`config.mk`:
```
export PLATFORM = sky130hd
export DESIGN_NAME = dest_ip_filter_table_ctrl
export DESIGN_NICKNAME = d
export VERILOG_FILES = /design/src/rtl/dest_ip_filter_table_ctrl.sv
export SDC_FILE = /design/constraint.sdc
export NUM_CORES = 1
export LEC_CHECK = 0
export CAP_MARGIN = 20
export CORE_MARGIN = 2
export CORE_UTILIZATION = 47
export CTS_CLUSTER_DIAMETER = 200
export DETAILED_ROUTE_END_ITERATION = 8
export GPL_ROUTABILITY_DRIVEN = 0
export PLACE_DENSITY = 0.84
export SLEW_MARGIN = 40
export SYNTH_ARGS = -nofsm -noshare
export SYNTH_HDL_FRONTEND = slang
export SYNTH_SLANG_ARGS = --single-unit
```
`constraint.sdc`:
```
create_clock -name clk -period 2.4 [get_ports clk]
set_clock_uncertainty 0.05 [all_clocks]
set_input_delay 0.24 -clock clk [delete_from_list [all_inputs] [get_ports clk]]
set_output_delay 0.24 -clock clk [all_outputs]
set_load 0.01 [all_outputs]
```
`src/rtl/dest_ip_filter_table_ctrl.sv`:
```
// Register-side initiator for the destination-IP filter table: turns read, write
// and clear commands into held table requests with timeout and one status response.
module dest_ip_filter_table_ctrl #(
  parameter int LUT_DEPTH      = 16,
  parameter int LUT_DEPTH_BITS = $clog2(LUT_DEPTH),
  parameter int TIMEOUT_CYCLES = 1024
) (
  input  logic                      clk,
  input  logic                      resetn,
  input  logic                      cmd_valid,
  output logic                      cmd_ready,
  input  logic [1:0]                cmd_op,
  input  logic [LUT_DEPTH_BITS-1:0] cmd_addr,
  input  logic [31:0]               cmd_ip,
  output logic                      rsp_valid,
  output logic [31:0]               rsp_ip,
  output logic [1:0]                rsp_status,
  output logic [15:0]               timeout_count,
  output logic [LUT_DEPTH_BITS-1:0] table_rd_addr,
  output logic                      table_rd_req,
  input  logic [31:0]               table_rd_ip,
  input  logic                      table_rd_ack,
  output logic [LUT_DEPTH_BITS-1:0] table_wr_addr,
  output logic                      table_wr_req,
  output logic [31:0]               table_wr_ip,
  input  logic                      table_wr_ack,
  output logic [2:0]                state_dbg
);

  localparam logic [2:0] ST_IDLE     = 3'd0;
  localparam logic [2:0] ST_RD_WAIT  = 3'd1;
  localparam logic [2:0] ST_WR_WAIT  = 3'd2;
  localparam logic [2:0] ST_CLR_WAIT = 3'd3;
  localparam logic [2:0] ST_RESP     = 3'd4;

  localparam logic [1:0] OP_RD  = 2'b00;
  localparam logic [1:0] OP_WR  = 2'b01;
  localparam logic [1:0] OP_CLR = 2'b10;

  localparam logic [1:0] STS_OK  = 2'b00;
  localparam logic [1:0] STS_TMO = 2'b01;
  localparam logic [1:0] STS_BAD = 2'b10;

  localparam logic [LUT_DEPTH_BITS:0]   DEPTH_W  = (LUT_DEPTH_BITS+1)'(LUT_DEPTH);
  localparam logic [LUT_DEPTH_BITS-1:0] LAST_IDX = LUT_DEPTH_BITS'(LUT_DEPTH - 1);
  localparam logic [15:0]               TMO_LAST = 16'(TIMEOUT_CYCLES - 1);

  logic [2:0]                state;
  logic [LUT_DEPTH_BITS-1:0] addr_q;
  logic [31:0]               ip_q;
  logic [LUT_DEPTH_BITS-1:0] clr_idx;
  logic [15:0]               wait_cnt;
  logic                      addr_ok;
  logic                      wait_expired;

  // Command handshake: a command transfers on a rising edge where cmd_valid and
  // cmd_ready are both 1; cmd_ready is high only in IDLE, so at most one command
  // is in flight and every accepted command yields exactly one rsp_valid pulse.
  assign addr_ok      = ({1'b0, cmd_addr} < DEPTH_W);
  assign wait_expired = (wait_cnt == TMO_LAST);

  // Requests and their operands come straight from registers so they drop with reset.
  assign table_rd_req  = (state == ST_RD_WAIT);
  assign table_wr_req  = (state == ST_WR_WAIT) || (state == ST_CLR_WAIT);
  assign table_rd_addr = addr_q;
  assign table_wr_addr = (state == ST_CLR_WAIT) ? clr_idx : addr_q;
  assign table_wr_ip   = (state == ST_CLR_WAIT) ? 32'd0 : ip_q;
  assign state_dbg     = state;

  always_ff @(posedge clk or negedge resetn) begin
    if (!resetn) begin
      state         <= ST_IDLE;
      cmd_ready     <= 1'b0;
      addr_q        <= '0;
      ip_q          <= 32'd0;
      clr_idx       <= '0;
      wait_cnt      <= 16'd0;
      rsp_valid     <= 1'b0;
      rsp_ip        <= 32'd0;
      rsp_status    <= 2'b00;
      timeout_count <= 16'd0;
    end else begin
      rsp_valid <= 1'b0;
      case (state)
        ST_IDLE: begin
          cmd_ready <= 1'b1;
          if (cmd_valid && cmd_ready) begin
            cmd_ready <= 1'b0;
            addr_q    <= cmd_addr;
            ip_q      <= cmd_ip;
            clr_idx   <= '0;
            wait_cnt  <= 16'd0;
            if ((cmd_op == OP_RD) && addr_ok) begin
              state <= ST_RD_WAIT;
            end else if ((cmd_op == OP_WR) && addr_ok) begin
              state <= ST_WR_WAIT;
            end else if (cmd_op == OP_CLR) begin
              state <= ST_CLR_WAIT;
            end else begin
              state      <= ST_RESP;
              rsp_valid  <= 1'b1;
              rsp_ip     <= 32'd0;
              rsp_status <= STS_BAD;
            end
          end
        end
        ST_RD_WAIT: begin
          if (table_rd_ack) begin
            state      <= ST_RESP;
            rsp_valid  <= 1'b1;
            rsp_ip     <= table_rd_ip;
            rsp_status <= STS_OK;
          end else if (wait_expired) begin
            state         <= ST_RESP;
            rsp_valid     <= 1'b1;
            rsp_ip        <= 32'd0;
            rsp_status    <= STS_TMO;
            timeout_count <= (timeout_count == 16'hFFFF) ? timeout_count : timeout_count + 16'd1;
          end else begin
            wait_cnt <= wait_cnt + 16'd1;
          end
        end
        ST_WR_WAIT: begin
          if (table_wr_ack) begin
            state      <= ST_RESP;
            rsp_valid  <= 1'b1;
            rsp_ip     <= ip_q;
            rsp_status <= STS_OK;
          end else if (wait_expired) begin
            state         <= ST_RESP;
            rsp_valid     <= 1'b1;
            rsp_ip        <= 32'd0;
            rsp_status    <= STS_TMO;
            timeout_count <= (timeout_count == 16'hFFFF) ? timeout_count : timeout_count + 16'd1;
          end else begin
            wait_cnt <= wait_cnt + 16'd1;
          end
        end
        ST_CLR_WAIT: begin
          // Each acked entry restarts the wait window for the next one.
          if (table_wr_ack) begin
            wait_cnt <= 16'd0;
            if (clr_idx == LAST_IDX) begin
              state      <= ST_RESP;
              rsp_valid  <= 1'b1;
              rsp_ip     <= 32'(LUT_DEPTH);
              rsp_status <= STS_OK;
            end else begin
              clr_idx <= clr_idx + 1'b1;
            end
          end else if (wait_expired) begin
            state         <= ST_RESP;
            rsp_valid     <= 1'b1;
            rsp_ip        <= 32'(clr_idx);
            rsp_status    <= STS_TMO;
            timeout_count <= (timeout_count == 16'hFFFF) ? timeout_count : timeout_count + 16'd1;
          end else begin
            wait_cnt <= wait_cnt + 16'd1;
          end
        end
        ST_RESP: begin
          state     <= ST_IDLE;
          cmd_ready <= 1'b1;
        end
        default: begin
          state     <= ST_IDLE;
          cmd_ready <= 1'b0;
        end
      endcase
    end
  end

endmodule

```
==> run metrics <==
Initial Utilization=0.4785; worst skew pair latency=0.34 ns; Ports=172; port buffer count=171; register area=2781 µm²; CTS sink cnt=111; PwrDens=1057 nW/µm²; Post-synth EDFFs=0; final cell count without fillers=819; Final Hold Fails=0; Die X=111.6 µm; fin. max-slew vios=0; count leader, synth=dfrtp_1; 1st-pass router iterations=6; clock buffer depth=2; count of cell types in the netlist=54; register area share after synthesis=0.5106; final setup vio count=0; CTS tree=done; DRC viols=0; area growth from synthesis to layout=44.02%; Final Power=8.280 mW; ratio of cells with drive above 1 in the final layout=0.1598; worst min-delay path category=in2async; max_slew headroom=0.6556; DIE AREA=12450 µm²; Most used DFF post-synth=dfrtp_1; DRT Wirelength=14.89 mm; minimum clock period=2.366 ns; Max Cap Violations=0; critical path class=reg2out; CTS Root Cell=clkbuf_16; setup tns final=0 ns; initial antenna violation count=0; worst endpoint required time=2.11 ns; Core ar.=11370 µm²; Worst Path Arrival=2.08 ns; period utilisation layout=0.9857; first-pass GRT wire length=23.61 mm; Place WS=-0.1513 ns; final instance area=7835 µm²; Syn Nets=565; GRT Util Overall=0.2341; Mapped Cells=482; DRT iter0 DRCs=375; area of the multi-input gates=2402 µm²; post-placement cell area=7411 µm²; Num CTS Buffers=9; NumNets Final=756; Peak VDD IR=0.0008169 V; Rows=39; CTS H-tree lvls=3; FF+latch count, synth=111; worst slew pin tran=0.5166 ns; most frequent cells after synthesis=111 x dfrtp_1, 42 x mux2_2, 37 x and2_1, 34 x inv_1, 31 x a222oi_1; final worst setup slack=0.03421 ns; largest net degree at the start of global routing=48; Overflow after GRT=0; Synth top area share=0.5106; top cells by area, synth=dfrtp_1 51%, mux2_2 8.7%, a222oi_1 5.7%; synth warn=0; crit-path max FO=21; Max Clk Rate=422.7 MHz; CP Launch Type=flop; Via Count=4591; DRT antenna net count=0; n_diodes=0; vias in the first global route=4699; DP HPWL=10.71 mm; async set-reset flop share out of synthesis=1.000; placed insts=792; # fillers=876; clock-pin slew on the worst setup and hold paths=0.07 ns; mean post-synth cell area=11.29 µm²; WL/cell=18.17 µm; Synth Cell Area=5440 µm²; outcome=finished clean; Crit. End Element=output pin; Die Y=111.6 µm; vias per inst=5.606; area leader, netlist=dfrtp_1; leakage power=3.550 nW
registers in the layout (all words and copies together), names as in the netlist:
name,count
wait_cnt,16
rsp_ip,32
clr_idx,4
timeout_count,16
table_rd_addr,4
ip_q,32
state_dbg,3
rsp_valid,1
cmd_ready,1
rsp_status,2
logic make-up (layout without fill, tap and decap cells):
logic type	count (synthesis)	after routing	share of synthesized area
muxes	45	45	0.09246
buffers and inverters	60	254	0.04922
DFF	111	111	0.5106
adders and majority gates	8	8	0.01840
AOI/OAI and AO/OA	73	73	0.1095
and+or+nand+nor	163	163	0.1845
xor gates and xnor gates	22	22	0.03542
placed cells by master (no fill, tap or decap), types with 3 or more instances in the layout:
master	netlist	final
nand2_1	29	29
ha_1	8	8
nand3_1	13	13
or3_1	5	5
and2_1	37	37
nand4_1	12	12
nor2_1	25	24
mux2i_1	3	3
a222oi_1	31	31
dfrtp_2	0	3
and3_1	7	7
xor2_1	14	14
nor3_1	8	8
clkbuf_16	0	10
nor2b_1	3	3
nor4b_4	3	3
a21oi_1	12	12
inv_1	34	34
clkdlybuf4s50_1	0	169
o21ai_0	12	12
dfrtp_1	111	108
mux2_2	42	42
buf_4	1	29
xnor2_1	8	8
buf_12	0	4
worst max-delay path: stages, from the launching register on:
cell             delay (ns)
dfrtp_2                0.43
nand3b_1               0.13
buf_4                  0.16
buf_12                 0.17
mux2_2                 0.35
clkdlybuf4s50_1        0.49
area by class of cell:
type                    instances  share of cell area
clock buffers                  11             0.03226
clock inverters                 3            0.005589
inverters                      34             0.01629
multi-input cells             311              0.3066
flip-flops and latches        111              0.3550
well taps                     143             0.02284
repair buffers                206              0.2614
metrics by stage:
stage	utilization	hold slack, ns
global placement	0.6518	0.1867
detailed placement	0.6518	0.1933
CTS	0.6790	0.3640
global route	0.6891	0.4047
finish	0.6891	0.3554
floorplan	-	-0.1056
what timing repair did:
| item | CTS | global route |
|---|---|---|
| gates resized for setup | 2 | 2 |
| hold buffers | 1 | 0 |
| setup endpoints to repair | 3 | 9 |
| endpoints found under the hold margin | 35 | 0 |
| cloned | 0 | 1 |
| buffers inserted | 0 | 10 |
| pin swaps | 0 | 1 |
path summary, 6_finish.rpt:
path | start | end | slack [ns] | cells past startpoint
worst max-delay path | state_dbg[2] | table_wr_addr[2] | 0.03 | 5
worst min-delay path | resetn | wait_cnt[0] | 0.36 | 2
worst max register to register | wait_cnt[11] | rsp_ip[14] | 0.17 | 6
worst min register to register | rsp_ip[3] | rsp_ip[3] | 0.44 | 2
max in group asynchronous | resetn | ip_q[23] | 1.20 | 3
min in group clk | rsp_ip[3] | rsp_ip[3] | 0.44 | 2
power breakdown:
part	switching (mW)	internal, mW	leakage, nW
Combinational	1.58	2.20	1.97
Sequential	0.488	2.50	1.43
Clock	0.651	0.856	0.147
metal layers:
metal | part of all wire | track usage | vias up | wire [µm]
met4 | 0.016 | 0.05844 | 0 | 241
met5 | 0 | 0 | - | 0
met3 | 0.075 | 0.06968 | 18 | 1111
met2 | 0.50 | 0.4057 | 186 | 7480
li1 | - | - | 2117 | -
met1 | 0.41 | 0.2887 | 2270 | 6052
(Power assumes the default switching activity.)
